<file path="src/rtl/stage_update_pkg.sv">
// Shared encodings for the lookup-stage update writer: command ops,
// response status codes and the writer FSM state type.
package stage_update_pkg;

    localparam logic OP_READ  = 1'b0;
    localparam logic OP_WRITE = 1'b1;

    localparam logic [1:0] ST_OK          = 2'b00;
    localparam logic [1:0] ST_VERIFY_FAIL = 2'b01;
    localparam logic [1:0] ST_WRONG_STAGE = 2'b10;

    typedef enum logic [2:0] {
        S_IDLE,
        S_ISSUE,
        S_CAPTURE,
        S_VISSUE,
        S_VCAPTURE,
        S_RESP
    } state_t;

endpackage

</file>
<file path="src/rtl/stage_update_writer.sv">
// Control-plane writer for one lookup-stage memory, driving port B.
// Define UPDATE_VERIFY_EN to read back every write and report VERIFY_FAIL on mismatch.
module stage_update_writer
    import stage_update_pkg::*;
#(
    parameter int STAGE_ID   = 0,
    parameter int DATA       = 72,
    parameter int ADDR       = 10,
    parameter int STAGE_BITS = 5,
    parameter int CNT_BITS   = 16
) (
    input  logic                  clk,
    input  logic                  rst,
    input  logic                  cmd_valid,
    output logic                  cmd_ready,
    input  logic                  cmd_op,
    input  logic [STAGE_BITS-1:0] cmd_stage,
    input  logic [ADDR-1:0]       cmd_addr,
    input  logic [DATA-1:0]       cmd_data,
    output logic                  rsp_valid,
    input  logic                  rsp_ready,
    output logic [DATA-1:0]       rsp_data,
    output logic [1:0]            rsp_status,
    output logic                  b_wr,
    output logic [ADDR-1:0]       b_addr,
    output logic [DATA-1:0]       b_din,
    input  logic [DATA-1:0]       b_dout,
    output logic [CNT_BITS-1:0]   wr_count
);

    state_t                state, state_d;
    logic                  op_q, op_d;
    logic                  cmd_ready_d;
    logic                  rsp_valid_d;
    logic [DATA-1:0]       rsp_data_d;
    logic [1:0]            rsp_status_d;
    logic                  b_wr_d;
    logic [ADDR-1:0]       b_addr_d;
    logic [DATA-1:0]       b_din_d;
    logic [CNT_BITS-1:0]   wr_count_d;
    logic                  accept;
    logic                  stage_hit;

    assign accept    = (state == S_IDLE) && cmd_valid && cmd_ready;
    assign stage_hit = (cmd_stage == STAGE_BITS'(STAGE_ID));

    // State and registered outputs
    always_ff @(posedge clk or posedge rst) begin
        if (rst) begin
            state      <= S_IDLE;
            op_q       <= OP_READ;
            cmd_ready  <= 1'b0;
            rsp_valid  <= 1'b0;
            rsp_data   <= '0;
            rsp_status <= ST_OK;
            b_wr       <= 1'b0;
            b_addr     <= '0;
            b_din      <= '0;
            wr_count   <= '0;
        end else begin
            state      <= state_d;
            op_q       <= op_d;
            cmd_ready  <= cmd_ready_d;
            rsp_valid  <= rsp_valid_d;
            rsp_data   <= rsp_data_d;
            rsp_status <= rsp_status_d;
            b_wr       <= b_wr_d;
            b_addr     <= b_addr_d;
            b_din      <= b_din_d;
            wr_count   <= wr_count_d;
        end
    end

    // Next-state logic
    always_comb begin
        state_d = state;
        case (state)
            S_IDLE: begin
                if (accept) state_d = stage_hit ? S_ISSUE : S_RESP;
            end
            S_ISSUE: state_d = S_CAPTURE;
            S_CAPTURE: begin
`ifdef UPDATE_VERIFY_EN
                state_d = (op_q == OP_WRITE) ? S_VISSUE : S_RESP;
`else
                state_d = S_RESP;
`endif
            end
`ifdef UPDATE_VERIFY_EN
            S_VISSUE:   state_d = S_VCAPTURE;
            S_VCAPTURE: state_d = S_RESP;
`endif
            S_RESP: begin
                if (rsp_ready) state_d = S_IDLE;
            end
            default: state_d = S_IDLE;
        endcase
    end

    // Next values of the registered outputs; b_addr/b_din double as the
    // latched command address/data, so they simply hold outside IDLE.
    always_comb begin
        op_d         = op_q;
        rsp_data_d   = rsp_data;
        rsp_status_d = rsp_status;
        b_wr_d       = 1'b0;
        b_addr_d     = b_addr;
        b_din_d      = b_din;
        wr_count_d   = wr_count;
        cmd_ready_d  = (state_d == S_IDLE);
        rsp_valid_d  = (state_d == S_RESP);
        case (state)
            S_IDLE: begin
                if (accept && stage_hit) begin
                    op_d     = cmd_op;
                    b_wr_d   = cmd_op;
                    b_addr_d = cmd_addr;
                    b_din_d  = cmd_data;
                end else if (accept) begin
                    rsp_data_d   = '0;
                    rsp_status_d = ST_WRONG_STAGE;
                end
            end
            S_CAPTURE: begin
                // Read-first memory: this is the pre-access word for reads and writes
                rsp_data_d   = b_dout;
                rsp_status_d = ST_OK;
                if (op_q == OP_WRITE) wr_count_d = wr_count + CNT_BITS'(1);
            end
`ifdef UPDATE_VERIFY_EN
            S_VISSUE: begin
                b_addr_d = b_addr;
            end
            S_VCAPTURE: begin
                rsp_status_d = (b_dout == b_din) ? ST_OK : ST_VERIFY_FAIL;
            end
`endif
            default: begin
                b_wr_d = 1'b0;
            end
        endcase
    end

endmodule

</file>
<file path="config.mk">
export PLATFORM = sky130hd
export DESIGN_NAME = stage_update_writer
export DESIGN_NICKNAME = d
export VERILOG_FILES = /design/src/rtl/stage_update_pkg.sv /design/src/rtl/stage_update_writer.sv
export SDC_FILE = /design/constraint.sdc
export NUM_CORES = 1
export LEC_CHECK = 0
export CAP_MARGIN = 20
export CORE_UTILIZATION = 38
export CTS_BUF_LIST = sky130_fd_sc_hd__clkbuf_4 sky130_fd_sc_hd__clkbuf_8
export CTS_CLUSTER_SIZE = 20
export DETAILED_ROUTE_END_ITERATION = 6
export PLACE_DENSITY = 0.78
export SLEW_MARGIN = 10
export SYNTH_ARGS = -nofsm -noshare
export SYNTH_HDL_FRONTEND = slang
export SYNTH_SLANG_ARGS = --single-unit
</file>
<file path="constraint.sdc">
create_clock -name clk -period 5.8 [get_ports clk]
set_clock_uncertainty 0.2 [all_clocks]
set_input_delay 1.16 -clock clk [delete_from_list [all_inputs] [get_ports clk]]
set_output_delay 1.16 -clock clk [all_outputs]
set_load 0.01 [all_outputs]
</file>
==> results.md, run 1 <==
- Port bufs: 337
- EDFF count, synth: 0
- Setup Viol. Count Final: 0
- Num ports: 339
- CTS Sinks: 178
- Unrepaired setup endpoints after global routing: false
- Htree depth: 4
- Rel. slew slack: 0.3806
- PD cells: 415.0 mW/mm2
- Setup Fix Bufs, Post-CTS: 0
- Die area: 0.01875 mm2
- Die Y: 136.9 um
- Drt wl/cell: 16.27 um
- Placed instance count: 1114
- RePlAce Congestion: 0.7439
- Slew @ Worst Pin: 929.1 ps
- Root buf cell: clkbuf_8
- Sw frac: 0.3170
- # rows: 48
- NetSw: 1.439 mW
- Area grow syn2layout: 58.12%
- P_leak: 4.850 nW
- Hold buffers post-CTS: 0
- Post-synthesis cell type count: 28
- Design area: 0.01094 mm2
- Mapped Nets: 744
- Pwr Total: 4.539 mW
- Max Fclk: 281.9 MHz
- Synth top cells by count: 178 x dfrtp_1, 153 x nand2_1, 77 x o21ai_0, 59 x mux2_1, 25 x mux2_2
- Status: complete, no violations
- DP Area: 0.01048 mm2
- Internal power: 3.100 mW
- Most common flop cell mapped by yosys: dfrtp_1
- Antenna violations before repair: 0
- Layout cells sized above 1: 0.07809
- Core Area: 0.01754 mm2
- Worst-Skew Late Latency: 450 ps
- Largest net degree at the start of global routing: 179
- Crit. End Element: flip-flop
- Avg Cell Area, Syn: 11.95 um2
- Fin crit period: 3548 ps
- CTS Buf Count: 17
- YS warnings: 0
- DR vias/cell: 4.760
- Peak supply drop: 0.2909 mV
- Worst hold margin: 287.2 ps
- DRT antenna net count: 0
- # diodes: 0
- FILL cells: 1423
- First-pass DRT Iterations: 4
- Worst Path Arrival: 3680 ps
- Synth top area share: 0.6440
- Final hold viol count: 0
- GRT Util Overall: 0.2009
- Logic pwr share: 0.378
- Seq cells post-synth: 178
- Sequential Power Share: 0.411
- Grt total ovfl: 0
- Final Non-Filler Cells: 1147
- Area contributors post-synth: dfrtp_1 64%, mux2_1 9.6%, nand2_1 8.3%
- Clock Path Buffers: 2
- WS Path Type: in2reg
- Largest area contributor in the netlist: dfrtp_1
- First-pass GRT wire length: 28580 um
- Fin crit share: 0.6117
- Number of remaining DRC errors: 0
- Sum Neg Setup Slack: 0 ps
- Number of global-route vias before repair: 5548
- Final Max Slew Viols: 0
- Hpwl dp: 13120 um
- Post-CTS Resized: 0
- Data required, critical path: 5930 ps
- Sequential area share after synthesis: 0.6440
- Clock power frac: 0.212
- Initial Utilization: 0.3944
- Synth Cell Area: 0.006917 mm2
- Syn Inst Count: 579
- Post-synth ARST share: 1.000
- Die W: 136.9 um
- Clock transition at the registers of the reported paths: 90 ps
- Final #Nets: 1074
- DRT iter0 DRCs: 183
- Max cap viols: 0
- CTS tree: yes
- Total number of vias: 5460
- Largest fanout on the critical path: 60
- Count leader, synth: dfrtp_1
- Worst hold-check path type: reg2reg
- Routed WL: 18660 um
- Worst setup SP type: primary input
## routing by layer
| metal | vias up | track usage | wire [um] |
|---|---|---|---|
| li1 | 2576 | - | - |
| met1 | 2631 | 0.2242 | 7221 |
| met2 | 229 | 0.3449 | 9092 |
| met3 | 24 | 0.08333 | 2032 |
| met4 | 0 | 0.06777 | 317 |
| met5 | - | 0 | 0 |
## cell type report
| cell class | count | area, um2 | share of cell area |
|---|---|---|---|
| timing repair buffer | 346 | 3463 | 0.3167 |
| inverter | 2 | 11.26 | 0.001030 |
| sequential | 178 | 4454 | 0.4073 |
| clock buffer | 19 | 255.2 | 0.02334 |
| multi-input combinational | 364 | 2275 | 0.2080 |
| tap | 225 | 281.5 | 0.02574 |
| clock inverter | 13 | 196.4 | 0.01796 |
## registers in the layout, indices dropped and copies added, names as in the netlist
signal and count:
b_din 72, rsp_data 72, state 3, b_wr 1, op_q 1, cmd_ready 1, rsp_valid 1, wr_count 16
b_addr 10, rsp_status 1
## per-stage QoR
step | setup slack, ps | utilization
5_1_grt | 2205 | 0.6236
3_5_place_dp | 1733 | 0.5976
6_report | 2252 | 0.6236
4_1_cts | 2237 | 0.6234
2_1_floorplan | 2159 | -
3_3_place_gp | 1758 | 0.5976
## path summary, 6_finish.rpt
| kind | startpoint | to | slack, ps | depth (start not counted) |
|---|---|---|---|---|
| worst max-delay path | cmd_stage[3] | b_din[25] | 2250 | 5 |
| worst min-delay path | wr_count[15] | wr_count[15] | 290 | 1 |
| worst max register to register | state[2] | b_din[25] | 3220 | 4 |
| worst min register to register | wr_count[15] | wr_count[15] | 290 | 1 |
| max in group asynchronous | rst | wr_count[3] | 3580 | 3 |
| min in group asynchronous | rst | b_din[28] | 1160 | 3 |
## power groups by stage
stage	Sequential [mW]	Clock [mW]	Combinational (mW)
after floorplan	2.05	0	0.484
final	1.86	0.961	1.71
after CTS	1.87	0.991	1.74
after global placement	1.87	0	1.70
after detailed placement	1.89	0	1.73
after global routing	1.92	1.04	1.87
## layout by cell type, fill, tap and decap left out, types with 4 or more instances in the layout
master	netlist	routed
clkdlybuf4s50_1	0	337
buf_4	2	6
o21ai_0	77	77
nor2_1	10	10
mux2_2	25	25
and3_1	4	4
nand2_1	153	152
bufinv_16	0	4
xnor2_1	11	11
xor2_1	4	4
mux2_1	59	59
dfrtp_1	178	178
nand3_1	6	6
clkbuf_8	0	18
## worst max-delay path: stages
cell             delay, ps
clkdlybuf4s50_1        430
or4_4                  550
nor4_4                 740
buf_12                 390
mux2_2                 370
## kinds of logic after synthesis
kind of cell	count (synthesis)	share of synthesized area
and+or+nand+nor	184	0.1118
AOI/OAI and AO/OA	79	0.05789
other	1	0.0005422
muxes	84	0.1368
adders and majority gates	1	0.001809
buffers and inverters	37	0.02822
DFF	178	0.6440
xor gates and xnor gates	15	0.01899
No activity file was read; power rests on OpenSTA's default activity.
==> inputs of run 2 (changes only) <==
==> constraint.sdc (replaced) <==
create_clock -name clk -period 3.1 [get_ports clk]
set_clock_uncertainty 0.2 [all_clocks]
set_input_delay 0.62 -clock clk [delete_from_list [all_inputs] [get_ports clk]]
set_output_delay 0.62 -clock clk [all_outputs]
set_load 0.01 [all_outputs]
==> results.md, run 2 (synthesized netlist as in run 1, its figures left out) <==
- CTS Buf Count: 17 (unchanged)
- Rel. slew slack: 0.5347 (+0.1541)
- Pwr Total: 8.553 mW (+88%)
- Final Non-Filler Cells: 1152 (+0.44%)
- Internal power: 5.883 mW (+90%)
- Worst-path cell chain: clkdlybuf4s50_1, or4_4, nor4_4, buf_12, buf_4, mux2_1
- Root buf cell: clkbuf_8
- # rows: 48 (unchanged)
- Final #Nets: 1081 (+0.65%)
- Peak supply drop: 0.4498 mV (+55%)
- Worst-Skew Late Latency: 450 ps (about the same)
- Die Y: 136.9 um (unchanged)
- Area grow syn2layout: 60.47%
- Setup Fix Bufs, Post-CTS: 0 (unchanged)
- CP max stage delay: 550 ps (-190 ps)
- Clock power frac: 0.211 (about the same)
- Routed WL: 18870 um (+1.1%)
- Layout cells sized above 1: 0.08306 (+0.004973)
- Core Area: 0.01754 mm2 (unchanged)
- Largest regs: b_din (72), rsp_data (72), wr_count (16)
- Register area: 0.004454 mm2 (unchanged)
- Initial Utilization: 0.3944 (unchanged)
- Logic pwr share: 0.379 (about the same)
- DRT antenna net count: 0 (unchanged)
- Post-layout util: 0.6329 (+0.009276)
- Reg2Reg Depth: 4 (unchanged)
- Clock transition at the registers of the reported paths: 80 ps (about the same)
- Largest fanout on the critical path: 21 (-65%)
- Max cap viols: 0 (unchanged)
- Fin crit share: 0.8185
- Slew @ Worst Pin: 691.5 ps (-237.5 ps)
- First-pass GRT wire length: 28950 um (+1.3%)
- Die area: 0.01875 mm2 (unchanged)
- Sw frac: 0.3121 (-0.004843)
- Placed instance count: 1122 (+0.72%)
- Antenna violations before repair: 0 (unchanged)
- Worst setup SP type: primary input
- Worst hold margin: 286.4 ps (-0.8470 ps)
- Crit-path slowest cell: or4_4
- GRT Util Overall: 0.2022 (+0.001373)
- Die W: 136.9 um (unchanged)
- Num ports: 339 (unchanged)
- CTS tree: yes
- Post-CTS Resized: 0 (unchanged)
- WP depth: 6 (+1)
- Htree depth: 4 (unchanged)
- Area occupied by multi-input gates: 0.002275 mm2 (unchanged)
- Status: complete, no violations
- Commonest non-fill, non-tap cells in the layout: 337 x clkdlybuf4s50_1, 178 x dfrtp_1, 152 x nand2_1
- Setup Viol. Count Final: 0 (unchanged)
- Port bufs: 337 (unchanged)
- Total number of vias: 5487 (+0.49%)
- CTS Sinks: 178 (unchanged)
- Worst hold-check path type: reg2reg
- DRT iter0 DRCs: 213 (+16%)
- Hold buffers post-CTS: 0 (unchanged)
- FILL cells: 1407 (-1.1%)
- P_leak: 4.915 nW (+1.3%)
- First-pass DRT Iterations: 4 (unchanged)
- Final Max Slew Viols: 0 (unchanged)
- Worst Path Arrival: 2660 ps (-1020 ps)
- Top delay family on crit path: buffers and inverters
- Sequential Power Share: 0.409 (-0.002)
- WS Path Type: in2reg
- Drt wl/cell: 16.38 um (+0.65%)
- Commonest non-fill, non-tap cell in the layout: clkdlybuf4s50_1
- NetSw: 2.670 mW (+86%)
- Reg2reg start: state[1]
- Design area: 0.01110 mm2 (+1.5%)
- Number of remaining DRC errors: 0 (unchanged)
- DR vias/cell: 4.763 (about the same)
- Max Fclk: 394.1 MHz
- Data required, critical path: 3220 ps (-2710 ps)
- Worst hold start: wr_count[15]
- Crit. End Element: flip-flop
- # diodes: 0 (unchanged)
- Grt total ovfl: 0 (unchanged)
- Critical path buffers and inverters: 3 (+1)
- PD cells: 770.6 mW/mm2 (+86%)
- Critical path launch point: cmd_stage[3]
- Clock Path Buffers: 2 (unchanged)
- DP Area: 0.01065 mm2 (+1.6%)
- Fin crit period: 2537 ps
- Hpwl dp: 13480 um (+2.8%)
- RePlAce Congestion: 0.7472 (+0.44%)
- Unrepaired setup endpoints after global routing: false
- Number of global-route vias before repair: 5558 (+0.18%)
- Final hold viol count: 0 (unchanged)
- Min-Delay Path Depth: 1 (unchanged)
- Largest net degree at the start of global routing: 76 (-58%)
run 2: power by group through the flow:
| stage | Combinational [mW] | Sequential (mW) | Clock (mW) |
|---|---|---|---|
| 6_report | 3.24 | 3.50 | 1.81 |
| 5_1_grt | 3.54 | 3.59 | 1.94 |
| 4_1_cts | 3.30 | 3.51 | 1.86 |
| 3_5_place_dp | 3.29 | 3.54 | 0 |
| 3_3_place_gp | 3.22 | 3.51 | 0 |
| 2_1_floorplan | 0.906 | 3.83 | 0 |
run 2: worst paths after layout:
kind                                end  slack (ps)
max                            b_din[4]         560
min                        wr_count[15]         290
max reg2reg                wr_count[14]         940
min reg2reg                wr_count[15]         290
max in group asynchronous     b_din[45]        1660
min in group asynchronous     b_din[59]         410
run 2: final cells by class:
class | count | share of cell area
multi-input combinational | 364 | 0.2049
inverter | 2 | 0.001015
clock inverter | 12 | 0.01849
clock buffer | 18 | 0.02176
sequential | 178 | 0.4013
tap | 225 | 0.02536
timing repair buffer | 353 | 0.3271
run 2: stage by stage:
| stage | setup TNS [ps] | setup WS, ps |
|---|---|---|
| 2_1_floorplan | -109.1 | -0.6131 |
| 3_5_place_dp | 0 | 97.10 |
| 4_1_cts | 0 | 588.3 |
| 5_1_grt | 0 | 537.7 |
| 6_report | 0 | 562.8 |
| 3_3_place_gp | 0 | 141.0 |
run 2: worst register-to-register path, stage by stage, from the launching register on:
cell       delay, ps
dfrtp_1          570
nand4bb_1        310
nor4_1           670
nand2_1          150
xnor2_1          160
run 2: layer usage:
layer | wire length (um) | global-route usage | part of all wire | vias up
met3 | 1886 | 0.07593 | 0.10 | 18
met1 | 7341 | 0.2366 | 0.39 | 2625
met4 | 296 | 0.06044 | 0.016 | 0
met5 | 0 | 0 | 0 | -
met2 | 9342 | 0.3443 | 0.50 | 249
li1 | - | - | - | 2595
==> inputs of run 3 (changes only) <==
==> constraint.sdc (replaced) <==
create_clock -name clk -period 2.27 [get_ports clk]
set_clock_uncertainty 0.2 [all_clocks]
set_input_delay 0.454 -clock clk [delete_from_list [all_inputs] [get_ports clk]]
set_output_delay 0.454 -clock clk [all_outputs]
set_load 0.01 [all_outputs]
==> results.md, run 3 (synthesized netlist as in run 1, its figures left out) <==
- Root buf cell: clkbuf_8
- CTS Sinks: 178 (unchanged)
- First-pass GRT wire length: 28930 um (about the same)
- Worst-Skew Late Latency: 440 ps (about the same)
- Hpwl dp: 13730 um (+1.8%)
- Top delay family on crit path: buffers and inverters
- GRT Util Overall: 0.2013 (-0.0009679)
- Worst setup SP type: primary input
- Status: complete, no violations
- DR vias/cell: 4.732 (-0.66%)
- Post-placement setup slack: -499.3 ps (-596.4 ps)
- Commonest non-fill, non-tap cells in the layout: 337 x clkdlybuf4s50_1, 178 x dfrtp_1, 152 x nand2_1
- P_leak: 4.931 nW (+0.32%)
- Largest regs: b_din (72), rsp_data (72), wr_count (16)
- Die Y: 136.9 um (unchanged)
- Peak supply drop: 0.5409 mV (+20%)
- Fin crit period: 2256 ps
- Sum Neg Setup Slack: 0 ps (unchanged)
- Hold buffers post-CTS: 0 (unchanged)
- CTS Buf Count: 17 (unchanged)
- FILL cells: 1347 (-4.3%)
- Max cap viols: 0 (unchanged)
- Final Max Slew Viols: 0 (unchanged)
- Setup Viol. Count Final: 0 (unchanged)
- Worst-path cell chain: clkdlybuf4s50_1, or4_4, nor4_4, buf_6, buf_12, buf_12, mux2_2
- Area grow syn2layout: 61.32%
- Routed WL: 18950 um (+0.42%)
- Worst Path Arrival: 2390 ps (-270 ps)
- First-pass DRT Iterations: 4 (unchanged)
- Crit-path slowest cell: or4_4
- Clock transition at the registers of the reported paths: 90 ps (about the same)
- Clock power frac: 0.179 (-0.032)
- DP Area: 0.01073 mm2 (+0.75%)
- Layout cells sized above 1: 0.1002 (+0.01715)
- DRT antenna net count: 0 (unchanged)
- Grt total ovfl: 0 (unchanged)
- Die area: 0.01875 mm2 (unchanged)
- Largest net degree at the start of global routing: 57 (-25%)
- Final #Nets: 1093 (+1.1%)
- # diodes: 0 (unchanged)
- Post-route setup slack: 13.69 ps (-549.1 ps)
- Fin crit share: 0.9940
- CTS tree: yes
- Internal power: 7.668 mW (+30%)
- Sequential Power Share: 0.422 (+0.013)
- NetSw: 3.652 mW (+37%)
- Post-layout util: 0.6363 (+0.003353)
- Largest fanout on the critical path: 16 (-24%)
- Most used cell, CP: buf_12
- Commonest non-fill, non-tap cell in the layout: clkdlybuf4s50_1
- CP max stage delay: 550 ps (about the same)
- Core Area: 0.01754 mm2 (unchanged)
- Htree depth: 4 (unchanged)
- Worst hold-check path type: reg2reg
- Max Fclk: 443.2 MHz
- # rows: 48 (unchanged)
- Number of global-route vias before repair: 5611 (+0.95%)
- Initial Utilization: 0.3944 (unchanged)
- PD cells: 1015 mW/mm2 (+32%)
- Logic pwr share: 0.399 (+0.020)
- Unrepaired setup endpoints after global routing: true
- Final hold viol count: 0 (unchanged)
- Port bufs: 337 (unchanged)
- Die W: 136.9 um (unchanged)
- RePlAce Congestion: 0.7494 (+0.29%)
- Number of remaining DRC errors: 0 (unchanged)
- DRT iter0 DRCs: 166 (-22%)
- Antenna violations before repair: 0 (unchanged)
- Crit. End Element: flip-flop
- Critical path buffers and inverters: 4 (+1)
- Sw frac: 0.3226 (+0.01047)
- Data required, critical path: 2410 ps (-810 ps)
- Design area: 0.01116 mm2 (+0.53%)
- WS Path Type: in2reg
- Num ports: 339 (unchanged)
- Drt wl/cell: 16.29 um (-0.53%)
- Total number of vias: 5503 (+0.29%)
- Clock Path Buffers: 2 (unchanged)
run 3: cell types whose count changed in the layout (fill, tap and decap cells not counted):
cell        delta
clkbuf_8       +1
mux2_4         +6
inv_8          +1
buf_6          +1
bufinv_16      -4
buf_16         +1
buf_12         +1
inv_6          -2
clkinvlp_4     +4
clkbuf_4       -1
buf_4          +9
mux2_1         -6
run 3: worst paths after layout:
kind	start	end	slack, ps	cells after the start
worst max register to register	state[2]	b_din[32]	130	6
max in group asynchronous	rst	rsp_data[6]	1250	3
worst min-delay path	b_din[69]	b_din[69]	290	1
worst min register to register	b_din[69]	b_din[69]	290	1
min in group asynchronous	rst	b_din[48]	300	3
worst max-delay path	cmd_stage[0]	b_din[32]	10	7
run 3: power by group through the flow:
stage	registers [mW]	clock network (mW)	logic, mW
after floorplan	5.24	0	1.24
after global placement	4.79	0	4.45
after detailed placement	4.83	0	4.53
after CTS	4.78	2.11	4.54
after global routing	4.91	2.22	4.89
final	4.78	2.03	4.51
run 3: area by class of cell:
type                            count  area [um2]  area share
Multi-Input combinational cell    364        2297      0.2059
Sequential cell                   178        4454      0.3992
Inverter                            2       11.26    0.001009
Tap cell                          225       281.5     0.02523
Clock buffer                       18       247.7     0.02220
Clock inverter                     11       108.9    0.009756
Timing Repair Buffer              365        3757      0.3367
run 3: worst register-to-register path, stage by stage, from the launching register on:
cell and delay, ps:
dfrtp_1 470, nand4bb_1 290, nor4_4 260, buf_6 170, buf_12 150, buf_12 170, mux2_2 350
run 3: metrics by stage:
stage,power (mW),hold WS [ps],std cells
after global placement,9.245,263.0,1131
final,11.32,290.9,1163
after detailed placement,9.358,264.8,1131
after CTS,11.44,277.8,1163
after global routing,12.03,294.5,1163
after floorplan,6.475,303.7,579
run 3: layer usage:
layer,global-route usage,share of wire
met1,0.2359,0.40
met2,0.3407,0.49
met4,0.06105,0.014
met3,0.07704,0.098
met5,0,0
run 3: timing repair:
item,4_1_cts,5_1_grt
resized for setup,1,7
pin swaps,2,0
cloned,1,0
setup buffers,2,0
endpoints found under the setup margin,16,40
